**config.mk**
```make
export PLATFORM = sky130hd
export DESIGN_NAME = matmul_feeder
export DESIGN_NICKNAME = d
export VERILOG_FILES = /design/src/rtl/matmul_feeder.sv
export SDC_FILE = /design/constraint.sdc
export NUM_CORES = 1
export LEC_CHECK = 0
export CAP_MARGIN = 20
export CORE_AREA = 2 2 202 224
export DETAILED_ROUTE_END_ITERATION = 10
export DIE_AREA = 0 0 204 226
export HOLD_SLACK_MARGIN = 0.05
export PLACE_DENSITY_LB_ADDON = 0.3
export SETUP_SLACK_MARGIN = 0.15
export SLEW_MARGIN = 5
export SYNTH_ARGS = -nofsm -noshare
export SYNTH_HDL_FRONTEND = slang
export SYNTH_SLANG_ARGS = --single-unit
export TNS_END_PERCENT = 10
```
**constraint.sdc**
```tcl
create_clock -name clk_i -period 9 [get_ports clk_i]
set_input_delay 0.9 -clock clk_i [delete_from_list [all_inputs] [get_ports clk_i]]
set_output_delay 0.9 -clock clk_i [all_outputs]
set_load 0.01 [all_outputs]
```
**src/rtl/matmul_feeder.sv**
```systemverilog
// matmul_feeder: skews captured A/B matrices into systolic-array lanes and sequences one job
module matmul_feeder #(
   parameter int DATA_WIDTH = 8,
   parameter int BUS_WIDTH  = 32
) (
   input  logic                                       clk_i,
   input  logic                                       rst_n_i,
   input  logic                                       start_i,
   input  logic [$clog2(BUS_WIDTH/DATA_WIDTH):0]      k_dim_i,
   input  logic [DATA_WIDTH*(BUS_WIDTH/DATA_WIDTH)**2-1:0] a_mat_flat_i,
   input  logic [DATA_WIDTH*(BUS_WIDTH/DATA_WIDTH)**2-1:0] b_mat_flat_i,
   output logic [DATA_WIDTH*(BUS_WIDTH/DATA_WIDTH)-1:0]    a_flat_o,
   output logic [DATA_WIDTH*(BUS_WIDTH/DATA_WIDTH)-1:0]    b_flat_o,
   output logic                                       start_operation_o,
   output logic                                       busy_o,
   output logic                                       done_o
);
   localparam int MAX_DIM = BUS_WIDTH / DATA_WIDTH;
   localparam int KW = $clog2(MAX_DIM) + 1;
   localparam int MW = DATA_WIDTH * MAX_DIM * MAX_DIM;
   localparam int LW = DATA_WIDTH * MAX_DIM;
   localparam int CW = $clog2(3 * MAX_DIM) + 1;
   localparam logic [1:0] IDLE  = 2'd0;
   localparam logic [1:0] FEED  = 2'd1;
   localparam logic [1:0] DRAIN = 2'd2;
   localparam logic [1:0] DONE  = 2'd3;

   logic [1:0]    state_q, state_d;
   logic [CW-1:0] cnt_q, cnt_d;
   logic [KW-1:0] k_q, k_eff, k_use;
   logic [MW-1:0] a_q, b_q, a_use, b_use;
   logic [LW-1:0] a_d, b_d;
   logic          accept;
   int            d;

   assign accept = (state_q == IDLE) && start_i;
   assign k_eff  = (k_dim_i == '0 || int'(k_dim_i) > MAX_DIM) ? KW'(MAX_DIM) : k_dim_i;
   // on the accepting edge the captured registers are not loaded yet, so look through to the inputs
   assign k_use  = accept ? k_eff : k_q;
   assign a_use  = accept ? a_mat_flat_i : a_q;
   assign b_use  = accept ? b_mat_flat_i : b_q;

   // sequencing: FEED until the last skewed element leaves, DRAIN while the array settles, one DONE cycle
   always_comb begin
      state_d = accept ? FEED :
                state_q == FEED  ? (int'(cnt_q) == int'(k_q) + MAX_DIM - 2 ? DRAIN : FEED) :
                state_q == DRAIN ? (int'(cnt_q) == int'(k_q) + 2*MAX_DIM - 3 ? DONE : DRAIN) :
                IDLE;
      cnt_d   = accept ? '0 : (state_q != IDLE ? cnt_q + 1'b1 : '0);
   end

   // lane values for the upcoming cycle: row i / column j delayed by its index
   always_comb begin
      a_d = '0;
      b_d = '0;
      d   = 0;
      for (int i = 0; i < MAX_DIM; i++) begin
         d = int'(cnt_d) - i;
         if (state_d == FEED && d >= 0 && d < int'(k_use)) begin
            a_d[i*DATA_WIDTH +: DATA_WIDTH] = a_use[(i*MAX_DIM + d)*DATA_WIDTH +: DATA_WIDTH];
            b_d[i*DATA_WIDTH +: DATA_WIDTH] = b_use[(d*MAX_DIM + i)*DATA_WIDTH +: DATA_WIDTH];
         end
      end
   end

   // state, cycle counter, captured operands and registered lanes
   always_ff @(posedge clk_i or negedge rst_n_i) begin
      if (!rst_n_i) begin
         state_q  <= IDLE;
         cnt_q    <= '0;
         k_q      <= '0;
         a_q      <= '0;
         b_q      <= '0;
         a_flat_o <= '0;
         b_flat_o <= '0;
      end else begin
         state_q  <= state_d;
         cnt_q    <= cnt_d;
         a_flat_o <= a_d;
         b_flat_o <= b_d;
         if (accept) begin
            k_q <= k_eff;
            a_q <= a_mat_flat_i;
            b_q <= b_mat_flat_i;
         end
      end
   end

   assign busy_o            = state_q != IDLE;
   assign start_operation_o = state_q == FEED || state_q == DRAIN;
   assign done_o            = state_q == DONE;
endmodule

```
* Yosys cells after proc, flatten, opt, wreduce, memory -nomap -nowiden
Cells that the tools add are included.
** Storage, ports and cells
- Output and inout bits :: 67
- Flip-flop bits (word level) :: 330
- Logic and storage cells :: 77
** Cells by class
- Add/subtract/negate cells :: 14
- $lt $le $gt $ge :: 9
- Eq/ne operators :: 6
- Shift-type cells :: 8
- Mux-type cells :: 19
- Reduce and logical (&&, ||, !) cells :: 14
** Operators with widths (count)
- 128-bit by 10-bit indexed part select with 8-bit output :: 3
- 128-bit by 12-bit indexed part select with 8-bit output :: 3
- 128-bit two-way mux :: 2
- 128-bit by 11-bit indexed part select with 8-bit output :: 1
- 128-bit by 9-bit indexed part select with 8-bit output :: 1
- 8-bit two-way mux :: 8
- 8-bit by 3-bit adder with 9-bit output, second input constant :: 2
- 6-bit by 1-bit >= comparator with 1-bit output, second input constant :: 3
- 6-bit by 4-bit less-than comparator with 1-bit output :: 3
- 5-bit by 2-bit subtractor with 6-bit output, second input constant :: 3
- 5-bit by 6-bit adder with 7-bit output, first input constant :: 2
- 5-bit two-way mux :: 2
- 8-bit by 2-bit adder with 9-bit output, second input constant :: 1
- 1-bit logical AND :: 9
- 2-bit two-way mux :: 4
- 4-bit by 6-bit adder with 7-bit output, first input constant :: 1
- 6-bit by 5-bit == test with 1-bit output :: 1
- 6-bit == test :: 1
- 3-bit two-way mux :: 2
- 5-bit by 1-bit subtractor with 6-bit output, second input constant :: 1
- 3-bit by 4-bit adder with 5-bit output, second input constant :: 1
- 5-bit by 1-bit adder with 5-bit output, second input constant :: 1
- 5-bit by 1-bit >= comparator with 1-bit output, second input constant :: 1
- 5-bit by 3-bit less-than comparator with 1-bit output :: 1
- other kinds (10) :: 13

* Logic depth before layout (Yosys ltp)
- Depth in word-level cells :: 11
- Depth in mapped cells :: 19
- Mapped depth without buffers :: 13

* Worst setup path before layout
OpenSTA, ideal clock, no wires.
- Kind :: register to register
- Start :: reg state_q[0]
- End :: reg a_flat_o[10]
- Buffers on the path :: 3
- Cell stages (with the launch flop) :: 15
- Arrival :: 3.798 ns
- Library setup time :: 0.101 ns
- Slack :: 5.101 ns
- Cells stage by stage :: dfrtp_1 inv_1 ha_1 buf_4 inv_1 nand2_2 clkbuf_1 ha_1 inv_1 clkbuf_1 ha_1 a21o_1 a21oi_1 nand4b_2 nor4_1
** On the way
- Word-level cells in the longest chain between the ends :: 8
- Elaborated cells between the ends (all ways) :: 21
** Ends and longest elaborated chain
- start: declaration :: RTL line 28 : logic [1:0] state_q, state_d;
- start signal: assignment :: RTL line 77 : state_q <= state_d;
- 2-bit nonzero test *
- net busy_o :: RTL line 15 : output logic busy_o,
- 5-bit two-way mux * (2 in a row) :: RTL line 49 : cnt_d = accept ? '0 : (state_q != IDLE ? cnt_q + 1'b1 : '0);
- 5-bit by 1-bit subtractor with 6-bit output * :: RTL line 58 : d = int'(cnt_d) - i;
- parallel branches: the longest is 3 deep, another holds 4-bit by 6-bit adder with 7-bit output
- 8-bit two-way mux * :: RTL line 59 : if (state_d == FEED && d >= 0 && d < int'(k_use)) begin
- net a_d[10] :: RTL line 32 : logic [LW-1:0] a_d, b_d;
- end signal: assignment :: RTL line 74 : a_flat_o <= '0;
- end signal: assignment :: RTL line 79 : a_flat_o <= a_d;
- end: declaration :: RTL line 12 : output logic [DATA_WIDTH*(BUS_WIDTH/DATA_WIDTH)-1:0] a_flat_o,
Mark *: on every way through the listed nets, which the timed path passes.

* Final worst setup path
- Start :: reg state_q[0]
- End :: reg a_flat_o[29]
** On the way
- Word-level cells in the longest chain between the ends :: 8
- Elaborated cells between the ends (all ways) :: 21
** Ends and longest elaborated chain (RTL line)
- parallel branches: the longest is 7 deep, another holds 5-bit by 6-bit adder with 7-bit output
- 8-bit two-way mux * :: 59
- net a_d[29] :: 32
Marked as above.

==> results.yml <==
clocking:
  clockBufferDepth: 3
  clk_pin_slew_ns: 0.06
  root_buffer: "clkbuf_16"
  cts_tree: "yes"
  htreeDepth: 2
  postCtsHoldBufs: 0
  clk_latency_ns: 0.53
  post-cts-setup-buffer-count: 0
  post_cts_resized: 0
  numCtsBuffers: 38
  clkSinkCount: 330
global_route:
  grt_antenna_before_repair: 11
  grt_pass1_wl_mm: 80.9
  grt_use_total_pct: 22.8
  grt_max_degree: 169
  grt-ovfl-total: 0
  grt_pass1_vias: 14200
placed_design:
  detailed_place_hpwl_mm: 37.0
  gp_congestion: 0.908
  dp_slack_ns: 3.25
  placed_area_mm2: 0.0200
  io_buffers: 328
yosys:
  synth_area_mm2: 0.0165
  synth_edf_count: 0
  yosysWarnings: 0
  synthArstFlopShare_pct: 100
  synth_mux_area_share_pct: 12.1
  synthFlopType: "dfrtp_1"
  ys_seq_area_share_pct: 50.0
  ys_types: 70
  synthCells: 1730
  ys_ff_latch: 330
  synth_fa_ha_area_share_pct: 1.89
  synth-xor-area-share_pct: 1.33
  synth-simple-area-share_pct: 22.5
  mappedNetlistNets: 2017
  synth_top_family_by_area: "simple AND/OR/NAND/NOR gates"
  avgSynthCellArea_um2: 9.54
  synth_compound_area_share_pct: 7.85
timing:
  tns_ns: 0
  rsz0062_at_grt: "no"
  fmax_mhz: 196
  fin_ws_ns: 3.89
  hold_viol: 0
  slew-limit-headroom_pct: 28.1
  whs_ns: 0.355
  finalSetupViolations: 0
  fin_skew_ns: 0.00990
  slew_violations: 0
  period_minus_slack_ns: 5.11
  timing.final.crit_share_pct: 56.8
  worstMarginPinSlew_ns: 1.08
run:
  cap_violations: 0
die:
  initial_core_util_pct: 37.5
  rows: 81
  ioPinCount: 329
  coreArea_mm2: 0.0440
  dieArea_mm2: 0.0461
  dieWidth_um: 204
  die_height_um: 226
setup_path:
  regToRegSetupSlack_ns: 3.89
  arrival_ns: 5.49
  r2r_start: "state_q[0]"
  rr_endpoint: "a_flat_o[29]"
  cp.required_ns: 9.37
  endpoint_kind: "register"
  worstPathMaxFanout: 48
  path_class: "register to register"
  r2r_cells: 13
  start_kind: "register"
drt:
  dr.pass1.iters: 5
  post_drt_wl_per_cell_um: 20.1
  vias_per_cell: 5.19
  totalWireLength_mm: 52.6
  routed-via-count: 13600
  antenna_left: 0
  drt_iter0_markers: 805
  drc: 0
finish:
  fillers: 4117
  final_cell_mix: "595 x nand2_1, 330 x dfrtp_1, 327 x clkdlybuf4s50_1, 153 x nor2_1, 70 x nor3_1"
  ff_latch_area_mm2: 0.00826
  num-nets-final: 2283
  multiInputGateArea_mm2: 0.00756
  final_common_cell: "nand2_1"
  syn_to_final_growth_pct: 29.0
  drive_gt1_share_pct: 10.2
  fin_area_mm2: 0.0213
power:
  p_total_mw: 8.79
  p_clk_share_pct: 18.1
  switching_share_pct: 43.7
  p_leak_nw: 9.83
  p_seq_share_pct: 27.2
  power_density_mw_per_mm2: 413
  switchingPower_mw: 3.84
  vdd_drop_max_uv: 222
  combPwrFrac_pct: 54.7
  p_int_mw: 4.95
status:
  status: "finished clean"
min_path:
  min_path_type: "input port to async pin"
==> metrics by stage <==
stage	std cells	util, %
global placement	2536	45.4
detailed placement	2536	45.4
CTS	2606	48.3
global route	2608	48.4
floorplan	1730	-
finish	2611	48.4
==> how the worst max path moves through the flow <==
stage	slack [ns]	end	cells past startpoint	start
floorplan	5.10	a_flat_o[10]	14	state_q[0]
global placement	3.44	a_flat_o[29]	12	state_q[0]
detailed placement	3.25	a_flat_o[29]	12	state_q[0]
CTS	3.26	a_flat_o[29]	12	state_q[0]
global route	3.43	b_flat_o[10]	11	state_q[0]
finish	3.89	a_flat_o[29]	13	state_q[0]
==> cells by family after synthesis <==
logic type / after synthesis
and+or+nand+nor: 905
DFF: 330
AOI/OAI and AO/OA: 173
muxes: 150
buffers and inverters: 128
adders and majority gates: 25
xor gates and xnor gates: 19
==> worst max-delay path: stages (launching register included) <==
cell       delay, ns
dfrtp_1         0.40
inv_1           0.09
ha_1            0.62
inv_1           0.19
nand2_2         0.60
inv_2           0.60
ha_1            0.46
xnor2_4         0.30
buf_12          0.24
inv_4           0.15
ha_1            0.35
or2b_2          0.39
o32ai_1         0.39
a2111oi_1       0.11
==> area by class of cell <==
class / instances / share of cell area, %
Antenna cell: 4 / 0.0470
Inverter: 16 / 0.341
Clock buffer: 54 / 5.03
Clock inverter: 16 / 0.993
Tap cell: 581 / 3.41
Sequential cell: 330 / 38.8
Multi-Input combinational cell: 1272 / 35.5
Timing Repair Buffer: 338 / 15.9
==> Yosys cell counts, drive strengths merged (20+ instances only) <==
| master | instances | area, µm² |
|---|---|---|
| buf | 86 | 498 |
| mux2 | 65 | 732 |
| nor2 | 153 | 574 |
| nor2b | 20 | 125 |
| nand2 | 598 | 2260 |
| nor3 | 71 | 360 |
| o21ai | 22 | 110 |
| dfrtp | 330 | 8260 |
| nand3 | 26 | 130 |
| a21oi | 58 | 320 |
| mux4 | 33 | 743 |
| mux2i | 52 | 521 |
| clkbuf | 25 | 104 |
| ha | 25 | 313 |
==> registers in the layout, summed over array words and instances, names as in the netlist <==
signal and flops:
a_q 128, k_q 3, cnt_q 5, b_q 128
state_q 2, a_flat_o 32, b_flat_o 32
==> power by group through the flow <==
stage	clock, mW	combinational [mW]	sequential [mW]
floorplan	0	3.68	2.32
global placement	0	4.72	2.39
detailed placement	0	4.80	2.41
CTS	1.62	4.83	2.39
global route	1.68	5.28	2.46
finish	1.59	4.81	2.39
==> layer usage <==
layer | vias up | track usage [%] | routed length (µm)
li1 | 6402 | - | -
met1 | 6632 | 29.1 | 22100
met2 | 430 | 38.5 | 25400
met3 | 89 | 5.51 | 3680
met4 | 10 | 6.73 | 1340
met5 | - | 0 | 71
(Power assumes the default switching activity.)
